## config.mk

```make
export PLATFORM = sky130hd
export DESIGN_NAME = cell_tile_fetch
export DESIGN_NICKNAME = d
export VERILOG_FILES = /design/src/rtl/cell_tile_fetch.sv
export SDC_FILE = /design/constraint.sdc
export NUM_CORES = 1
export LEC_CHECK = 0
export CAP_MARGIN = 20
export CORE_MARGIN = 1
export CORE_UTILIZATION = 35
export CTS_CLUSTER_DIAMETER = 80
export DETAILED_ROUTE_END_ITERATION = 10
export PLACE_DENSITY = 0.65
export REMOVE_ABC_BUFFERS = 1
export SLEW_MARGIN = 10
export SYNTH_ARGS = -nofsm -noshare
export SYNTH_HDL_FRONTEND = slang
export SYNTH_SLANG_ARGS = --single-unit
```

## constraint.sdc

```tcl
create_clock -name vga_clk -period 3.6 [get_ports vga_clk]
set_input_delay 0.72 -clock vga_clk [delete_from_list [all_inputs] [get_ports vga_clk]]
set_output_delay 0.72 -clock vga_clk [all_outputs]
set_load 0.01 [all_outputs]
```

## src/rtl/cell_tile_fetch.sv

```systemverilog
// cell_tile_fetch: maps the VGA pixel stream onto a minesweeper board,
// fetches each cell's state code, addresses the unified tile ROM and
// overlays a cursor border. Fixed latency of 4+ROM_LAT cycles, one pixel
// per cycle, no stalls.
module cell_tile_fetch #(
  parameter int unsigned        COLOR_W      = 16,
  parameter int unsigned        ORIGIN_X     = 192,
  parameter int unsigned        ORIGIN_Y     = 112,
  parameter int unsigned        CELL_W       = 32,
  parameter int unsigned        CELL_H       = 32,
  parameter int unsigned        GRID_COLS    = 8,
  parameter int unsigned        GRID_ROWS    = 8,
  parameter int unsigned        TILE_TYPES   = 12,
  parameter int unsigned        ROM_LAT      = 1,
  parameter logic [COLOR_W-1:0] BG_COLOR     = 16'h0000,
  parameter logic [COLOR_W-1:0] CURSOR_COLOR = 16'hF800,
  localparam int unsigned       CW           = $clog2(GRID_COLS),
  localparam int unsigned       RW           = $clog2(GRID_ROWS),
  localparam int unsigned       RAW          = $clog2(TILE_TYPES * CELL_W * CELL_H)
) (
  input  logic               vga_clk,
  input  logic               sys_rst_n,
  input  logic [11:0]        pix_x,
  input  logic [11:0]        pix_y,
  input  logic               pix_de,
  input  logic               cursor_en,
  input  logic [CW-1:0]      cursor_col,
  input  logic [RW-1:0]      cursor_row,
  output logic               cell_rd_en,
  output logic [CW-1:0]      cell_rd_col,
  output logic [RW-1:0]      cell_rd_row,
  input  logic [3:0]         cell_code,
  output logic [RAW-1:0]     rom_addr,
  input  logic [COLOR_W-1:0] rom_data,
  output logic [COLOR_W-1:0] pix_rgb,
  output logic               pix_rgb_vld
);

  localparam int unsigned OXW      = $clog2(CELL_W);
  localparam int unsigned OYW      = $clog2(CELL_H);
  localparam int unsigned GRID_W   = GRID_COLS * CELL_W;
  localparam int unsigned GRID_H   = GRID_ROWS * CELL_H;
  localparam int unsigned TILE_PIX = CELL_W * CELL_H;

  // Flag vector bit positions carried alongside the ROM access
  localparam int unsigned F_DE  = 3;
  localparam int unsigned F_IN  = 2;
  localparam int unsigned F_OK  = 1;
  localparam int unsigned F_HIT = 0;

  // ---------------------------------------------------------------- stage 0
  logic [31:0]    w_dx;
  logic [31:0]    w_dy;
  logic [31:0]    w_xbase;
  logic [31:0]    w_ybase;
  logic           w_in_grid;
  logic [CW-1:0]  w_col;
  logic [RW-1:0]  w_row;
  logic [OXW-1:0] w_ox;
  logic [OYW-1:0] w_oy;
  logic           w_border;
  logic           w_hit;

  // Cell index and in-cell offset of the incoming pixel. Division by the
  // constant cell size is done as a compare chain against its multiples,
  // so every pixel is resolved on its own with no running state.
  always_comb begin
    w_dx      = {20'd0, pix_x} - ORIGIN_X;
    w_dy      = {20'd0, pix_y} - ORIGIN_Y;
    w_in_grid = pix_de
             && ({20'd0, pix_x} >= ORIGIN_X) && ({20'd0, pix_x} < ORIGIN_X + GRID_W)
             && ({20'd0, pix_y} >= ORIGIN_Y) && ({20'd0, pix_y} < ORIGIN_Y + GRID_H);
    w_col   = '0;
    w_xbase = '0;
    for (int unsigned k = 1; k < GRID_COLS; k++) begin
      if (w_dx >= k * CELL_W) begin
        w_col   = CW'(k);
        w_xbase = k * CELL_W;
      end
    end
    w_row   = '0;
    w_ybase = '0;
    for (int unsigned k = 1; k < GRID_ROWS; k++) begin
      if (w_dy >= k * CELL_H) begin
        w_row   = RW'(k);
        w_ybase = k * CELL_H;
      end
    end
    w_ox = OXW'(w_dx - w_xbase);
    w_oy = OYW'(w_dy - w_ybase);
    if (!w_in_grid) begin
      w_col = '0;
      w_row = '0;
    end
    w_border = (w_ox == '0) || (w_ox == OXW'(CELL_W - 1))
            || (w_oy == '0) || (w_oy == OYW'(CELL_H - 1));
    w_hit    = w_in_grid && cursor_en && w_border
            && (w_col == cursor_col) && (w_row == cursor_row);
  end

  // ---------------------------------------------------------------- stage 1
  logic           r_rd_en;
  logic [CW-1:0]  r_rd_col;
  logic [RW-1:0]  r_rd_row;
  logic           r_s1_de;
  logic           r_s1_hit;
  logic [OXW-1:0] r_s1_ox;
  logic [OYW-1:0] r_s1_oy;

  // Issue the board-state read and capture per-pixel attributes
  always_ff @(posedge vga_clk) begin
    if (!sys_rst_n) begin
      r_rd_en  <= 1'b0;
      r_rd_col <= '0;
      r_rd_row <= '0;
      r_s1_de  <= 1'b0;
      r_s1_hit <= 1'b0;
      r_s1_ox  <= '0;
      r_s1_oy  <= '0;
    end else begin
      r_rd_en  <= w_in_grid;
      r_rd_col <= w_col;
      r_rd_row <= w_row;
      r_s1_de  <= pix_de;
      r_s1_hit <= w_hit;
      r_s1_ox  <= w_ox;
      r_s1_oy  <= w_oy;
    end
  end

  // ---------------------------------------------------------------- stage 2
  logic           r_s2_de;
  logic           r_s2_in;
  logic           r_s2_hit;
  logic [OXW-1:0] r_s2_ox;
  logic [OYW-1:0] r_s2_oy;

  // Hold attributes while the board-state memory answers
  always_ff @(posedge vga_clk) begin
    if (!sys_rst_n) begin
      r_s2_de  <= 1'b0;
      r_s2_in  <= 1'b0;
      r_s2_hit <= 1'b0;
      r_s2_ox  <= '0;
      r_s2_oy  <= '0;
    end else begin
      r_s2_de  <= r_s1_de;
      r_s2_in  <= r_rd_en;
      r_s2_hit <= r_s1_hit;
      r_s2_ox  <= r_s1_ox;
      r_s2_oy  <= r_s1_oy;
    end
  end

  logic           w_code_ok;
  logic [RAW-1:0] w_addr;

  // Tile ROM address from the returned code; constant multipliers only
  always_comb begin
    w_code_ok = r_s2_in && ({28'd0, cell_code} < TILE_TYPES);
    w_addr    = RAW'(TILE_PIX) * RAW'(cell_code)
              + RAW'(CELL_W) * RAW'(r_s2_oy)
              + RAW'(r_s2_ox);
  end

  // ------------------------------------------------- stage 3 + ROM latency
  logic [RAW-1:0] r_rom_addr;
  logic [3:0]     r_fl [0:ROM_LAT];

  // Register the ROM address and delay the pixel flags to meet rom_data
  always_ff @(posedge vga_clk) begin
    if (!sys_rst_n) begin
      r_rom_addr <= '0;
      for (int unsigned i = 0; i <= ROM_LAT; i++) r_fl[i] <= '0;
    end else begin
      r_rom_addr <= w_code_ok ? w_addr : '0;
      r_fl[0]    <= {r_s2_de, r_s2_in, w_code_ok, r_s2_hit};
      for (int unsigned i = 1; i <= ROM_LAT; i++) r_fl[i] <= r_fl[i-1];
    end
  end

  // ------------------------------------------------------------ output
  logic [COLOR_W-1:0] r_rgb;
  logic               r_vld;

  // Final colour select: blank, background, cursor border, then tile pixel
  always_ff @(posedge vga_clk) begin
    if (!sys_rst_n) begin
      r_rgb <= '0;
      r_vld <= 1'b0;
    end else if (!r_fl[ROM_LAT][F_DE]) begin
      r_rgb <= '0;
      r_vld <= 1'b0;
    end else if (!r_fl[ROM_LAT][F_IN] || !r_fl[ROM_LAT][F_OK]) begin
      r_rgb <= BG_COLOR;
      r_vld <= 1'b1;
    end else if (r_fl[ROM_LAT][F_HIT]) begin
      r_rgb <= CURSOR_COLOR;
      r_vld <= 1'b1;
    end else begin
      r_rgb <= rom_data;
      r_vld <= 1'b1;
    end
  end

  assign cell_rd_en  = r_rd_en;
  assign cell_rd_col = r_rd_col;
  assign cell_rd_row = r_rd_row;
  assign rom_addr    = r_rom_addr;
  assign pix_rgb     = r_rgb;
  assign pix_rgb_vld = r_vld;

endmodule

```

Word-level counts from Yosys, hierarchy flattened
Memories as Yosys holds them, arrays and structs flattened.
Index checks and enable logic that the tools add are counted.

cells by class
  muxes and demuxes = 34
  $lt $le $gt $ge = 19
  $add $sub $neg = 6
  reduce and logical (&&, ||, !) cells = 20
  bitwise gates (word level) = 4
  eq/ne operators = 4

operators by type and width
  cell                                                                                   count
  32-bit by 8-bit greater-or-equal comparator with 1-bit output (second input constant)  8
  32-bit by 7-bit greater-or-equal comparator with 1-bit output (second input constant)  4
  32-bit by 6-bit greater-or-equal comparator with 1-bit output (second input constant)  2
  5-bit 2-to-1 mux                                                                       12
  3-bit 2-to-1 mux                                                                       14
  12-bit by 9-bit < comparator with 1-bit output (second input constant)                 2
  16-bit 2-to-1 mux                                                                      1
  14-bit by 10-bit adder with 14-bit output                                              1
  14-bit by 5-bit adder with 14-bit output                                               1
  12-bit by 7-bit subtractor with 13-bit output (second input constant)                  1
  12-bit by 8-bit subtractor with 13-bit output (second input constant)                  1
  12-bit by 7-bit greater-or-equal comparator with 1-bit output (second input constant)  1
  12-bit by 8-bit greater-or-equal comparator with 1-bit output (second input constant)  1
  5-bit == test (second input constant)                                                  2
  5-bit zero test                                                                        2
  5-bit subtractor                                                                       2
  1-bit logical AND                                                                      9
  4-bit 2-to-1 mux                                                                       2
  3-bit == test                                                                          2
  1-bit 2-to-1 mux                                                                       5
  1-bit logical OR                                                                       4
  4-bit < comparator (second input constant)                                             1
  4-bit OR reduction                                                                     1
  3-bit OR reduction                                                                     1
  other kinds (4)                                                                        7

storage, ports and cells
  output and inout port bits = 38
  bits in writable memories = 8
  memories = 1
  register bits after elaboration = 63

memories
  name  depth  bits a word  rd ports  clocked after Yosys merged registers in  wr ports  line  RTL
  r_fl  2      4            2         0                                        2         168   logic [3:0] r_fl [0:ROM_LAT];

Depth between registers and ports, before layout
Gate-level depths: netlist (run 1).

  word-level depth = 16
  depth in mapped cells = 9
  mapped depth without buffers = 9

Least setup slack after synthesis (run 1)
Ideal clock, no wire load.

  path type = input to register
  start point = in pix_y[4]
  end point = reg r_s1_hit
  arrival = 2.805 ns
  path slack = 0.708 ns
  stages on the path = 8
  required time = 3.512 ns
  path buffers = 0
  cell sequence = ha_1 -> and2_4 -> or4b_1 -> a311oi_2 -> o211ai_1 -> xor2_1 -> or4_1 -> nor4_2

on the way
  cells in the longest elaborated chain, start to end = 14
  elaborated cells on any way between the ends = 37
  those cells by class = add/sub (2); order compare (9); eq/ne (3); mux (14); reduce/logical (9)

RTL lines
  item                                                           line  RTL
  start, declared                                                24    input logic [11:0] pix_y,
  12-bit by 7-bit subtractor with 13-bit output                  69    w_dy = {20'd0, pix_y} - ORIGIN_Y;
  32-bit by 7-bit greater-or-equal comparator with 1-bit output  84    if (w_dy >= k * CELL_H) begin
  5-bit 2-to-1 mux (5 in a row)                                  84
  5-bit subtractor                                               90    w_oy = OYW'(w_dy - w_ybase);
  5-bit zero test                                                96    || (w_oy == '0) || (w_oy == OYW'(CELL_H - 1));
  1-bit logical OR (2 in a row)                                  96
  1-bit logical AND                                              97    w_hit = w_in_grid && cursor_en && w_border
  1-bit logical AND                                              98    && (w_col == cursor_col) && (w_row == cursor_row);
  1-bit logical AND *                                            98
  end signal, assigned                                           125   r_s1_hit <= w_hit;
  end, declared                                                  106   logic r_s1_hit;

Mark *: on every way between the ends. The rest lies on a longest branch, timed or not.
A chain may end at the register's enable or synchronous reset.

Worst setup path in the final report (run 1)
  start point = in pix_y[5]
  end point = reg r_s1_hit

Same word-level chain as after synthesis.

==> summary.md, run 1 <==
| Metric | Value |
|---|---|
| Status | `complete, no violations` |
| Max Transition Viols Final | `0` |
| Iteration count of the initial detailed-routing pass | `4` |
| Cts bufs inserted | `9` |
| CP Data Arrival Time | `3320 ps` |
| Required time of the worst setup path | `3810 ps` |
| Maximum clock frequency | `321 MHz` |
| Crit path max-delay cell type | `clkdlybuf4s50_1` |
| Routed met2 length | `2710 um` |
| Setup TNS | `0 ps` |
| Net count of the finished layout | `430` |
| Leakage Power | `1.56 nW` |
| Initial core utilization | `36.8%` |
| Half-perimeter wire length after placement | `4320 um` |
| Number of buffer cells added on primary ports | `91` |
| Inst Count DP | `457` |
| Cell chain of the critical path | `clkdlybuf4s50_1 > ha_1 > and2_4 > or4b_1 > a311oi_2 > buf_4 > o21ai_1 > a32o_1 > a311oi_1 > nor4_2` |
| Peak supply drop | `0.144 mV` |
| Total of cells resized after clock tree synthesis | `0` |
| Mean cell area of the mapped netlist | `10.2 um^2` |
| Via count | `2156` |
| Type of the worst min-delay path | `register to register` |
| FF+latch count, synth | `71` |
| Number of flops mapped to enable cells by yosys | `0` |
| Number of placement rows | `31` |
| DR vias/cell | `4.56` |
| Routed Wire Length | `5590 um` |
| Count of placed standard cells in the final layout, fillers left out | `473` |
| Height of the chip | `90.2 um` |
| Final hold violation count | `0` |
| DRC viols | `0` |
| Detail-routed net length per standard cell | `11.8 um` |
| Crit share post-route | `86.5%` |
| Cell chosen for the clock root | `clkbuf_8` |
| Width of the die | `90.2 um` |
| Total global-route track usage | `14.8%` |
| Pwr per Cell Area | `390 nW/um^2` |
| Setup Skew | `2.77 ps` |
| Synth async-reset ratio | `0%` |
| Total die area | `8140 um^2` |
| Clock sink count | `71` |
| Wire length on met1 | `2480 um` |
| Share of the core filled with cells in the final layout | `53.7%` |
| Clock tree from TritonCTS | `yes` |
| Worst-path fanout max | `6` |
| Overall overflow remaining after global route | `0` |
| Launching element type of the critical path | `input port` |
| Top routing layer in use | `met4` |
| Worst slew margin relative to its limit | `62.4%` |
| Tot Pwr | `0.00155 W` |
| Number of distinct library cells after synthesis | `54` |
| Share of post-route cells with drive strength above 1 | `10.2%` |
| Fraction of the yosys area taken by sequential cells | `52.2%` |
| Number of max-capacitance violations reported | `0` |
| Instance count of the mapped netlist | `266` |
| Insertion delay to the later sink of the worst-skew pair | `330 ps` |
| Diodes inserted | `0` |
| Buffer depth of the longest clock path | `2` |
| Vias in the first global route | `2072` |
| Number of warnings reported in the yosys synthesis log | `0` |
| Capturing element type of the critical path | `register` |
| Post-synth top flop | `dfxtp_1` |
| Number of H-tree levels | `3` |
| Final count of negative-setup-slack endpoints | `0` |
| Syn-to-layout area delta | `45.9%` |
| Largest net degree at the start of global routing | `20` |
| Wire length of the first global-routing pass | `9600 um` |
| # Post-CTS Setup Buffers | `0` |
| Detailed route wirelength on metal3 | `303 um` |
| Setup repair after global routing missed its margin | `no` |
| Max incr delay on CP | `510 ps` |
| Clock slew at the register clock pins of the worst setup and hold paths | `70 ps` |
| Hold_ws | `426 ps` |
| Crit path kind | `input port to register` |
| Slew of the pin with the lowest slew margin | `562 ps` |
| Core outline area | `7410 um^2` |
| Violation count after the first detailed-routing iteration | `73` |
| ANT nets after route | `0` |
| Routability congestion estimate | `0.861` |
| Antenna violations before repair | `0` |
| Cell Area, Synth | `2730 um^2` |
| Minimum clock period | `3110 ps` |
| I/O pin count | `92` |
| Number of buffers inserted for hold repair after clock tree synthesis | `0` |
[critical path, delay by kind of cell]
family | cells | cell delay, ps
adders and majority gates | 1 | 250
and+or+nand+nor | 3 | 740
AOI/OAI and AO/OA | 4 | 910
buffers and inverters | 2 | 690
[metal layers]
metal | track usage (%) | vias up
met5 | 0 | -
met4 | 7.53 | 0
met3 | 3.98 | 8
met2 | 24.5 | 74
met1 | 17.5 | 964
li1 | - | 1110
[kinds of logic (layout without fill, tap and decap cells)]
family | after synthesis | in the layout | share of synthesized area, %
adder cells (fa/ha/maj) | 7 | 7 | 3.21
flip-flops | 71 | 71 | 52.2
AND/OR/NAND/NOR | 127 | 127 | 28.3
AO/OA/AOI/OAI | 35 | 35 | 10.3
buffers and inverters | 17 | 125 | 2.94
XOR/XNOR | 5 | 5 | 1.61
multiplexers | 4 | 4 | 1.47
[sequential cells by signal, indices dropped and copies added (netlist names)]
register,flops
rom_addr,14
r_s1_ox,5
r_fl,8
r_s2_hit,1
cell_rd_row,3
r_s1_oy,5
pix_rgb_vld,1
cell_rd_col,3
r_s2_de,1
cell_rd_en,1
r_s2_ox,5
pix_rgb,16
r_s1_hit,1
r_s2_in,1
r_s1_de,1
r_s2_oy,5
[per-stage QoR]
stage	setup slack (ps)	area, um^2
2_1_floorplan	708	2680
3_3_place_gp	257	3790
3_5_place_dp	156	3790
4_1_cts	518	3980
5_1_grt	342	3980
6_report	487	3980
[area by class of cell]
| cell class | count | area, um^2 |
|---|---|---|
| fillers | 681 | 3430 |
| multi-input cells | 178 | 1220 |
| flip-flops and latches | 71 | 1420 |
| clock buffers | 12 | 145 |
| clock inverters | 4 | 45.0 |
| repair buffers | 101 | 986 |
| well taps | 99 | 124 |
| inverters | 8 | 31.3 |
[cells in the mapped netlist, types with 5 or more instances]
cell type,n,area [um^2]
clkbuf_1,7,26.3
inv_1,7,26.3
and2_1,58,363
dfxtp_1,71,1420
nand3_1,10,50.1
a21oi_1,5,25.0
nand2_1,8,30.0
ha_1,7,87.6
nor2_1,21,78.8
[final timing paths]
| path | startpoint | endpoint | slack (ps) | depth (start not counted) |
|---|---|---|---|---|
| hold reg to reg | r_s2_ox[0] | rom_addr[0] | 430 | 1 |
| hold / removal | r_s2_ox[0] | rom_addr[0] | 430 | 1 |
| setup reg to reg | r_fl[0][7] | pix_rgb[4] | 2240 | 4 |
| setup / recovery | pix_y[5] | r_s1_hit | 490 | 10 |
[power breakdown]
part | internal, W | leakage (nW) | switching, W
logic | 0.0000890 | 0.884 | 0.0000655
clock network | 0.000336 | 0.100 | 0.000259
registers | 0.000797 | 0.577 | 0.00000196
total | 0.00122 | 1.56 | 0.000327
[cell usage in the layout, fill, tap and decap left out, drive strengths merged, types with 2 or more instances in the layout]
master / n
xor2: 3
or3: 2
a21o: 2
o31ai: 2
clkinv: 4
nor2: 21
nor2b: 5
nand3: 10
ha: 7
clkbuf: 12
xnor2: 2
buf: 10
nor4: 4
inv: 7
nand2: 9
mux2i: 4
o211ai: 3
or4b: 2
clkdlybuf4s50: 91
o21ai: 6
nor4bb: 2
a21oi: 6
dfxtp: 71
nor3: 5
nor3b: 2
and2: 59
a21boi: 2
a311oi: 3
(Power assumes the default switching activity.)
==> inputs of run 2 (changes only) <==
CTS_CLUSTER_SIZE = 16   (was default)
==> results of run 2 <==
Final layout, timing and power as in run 1 (identical DEF).
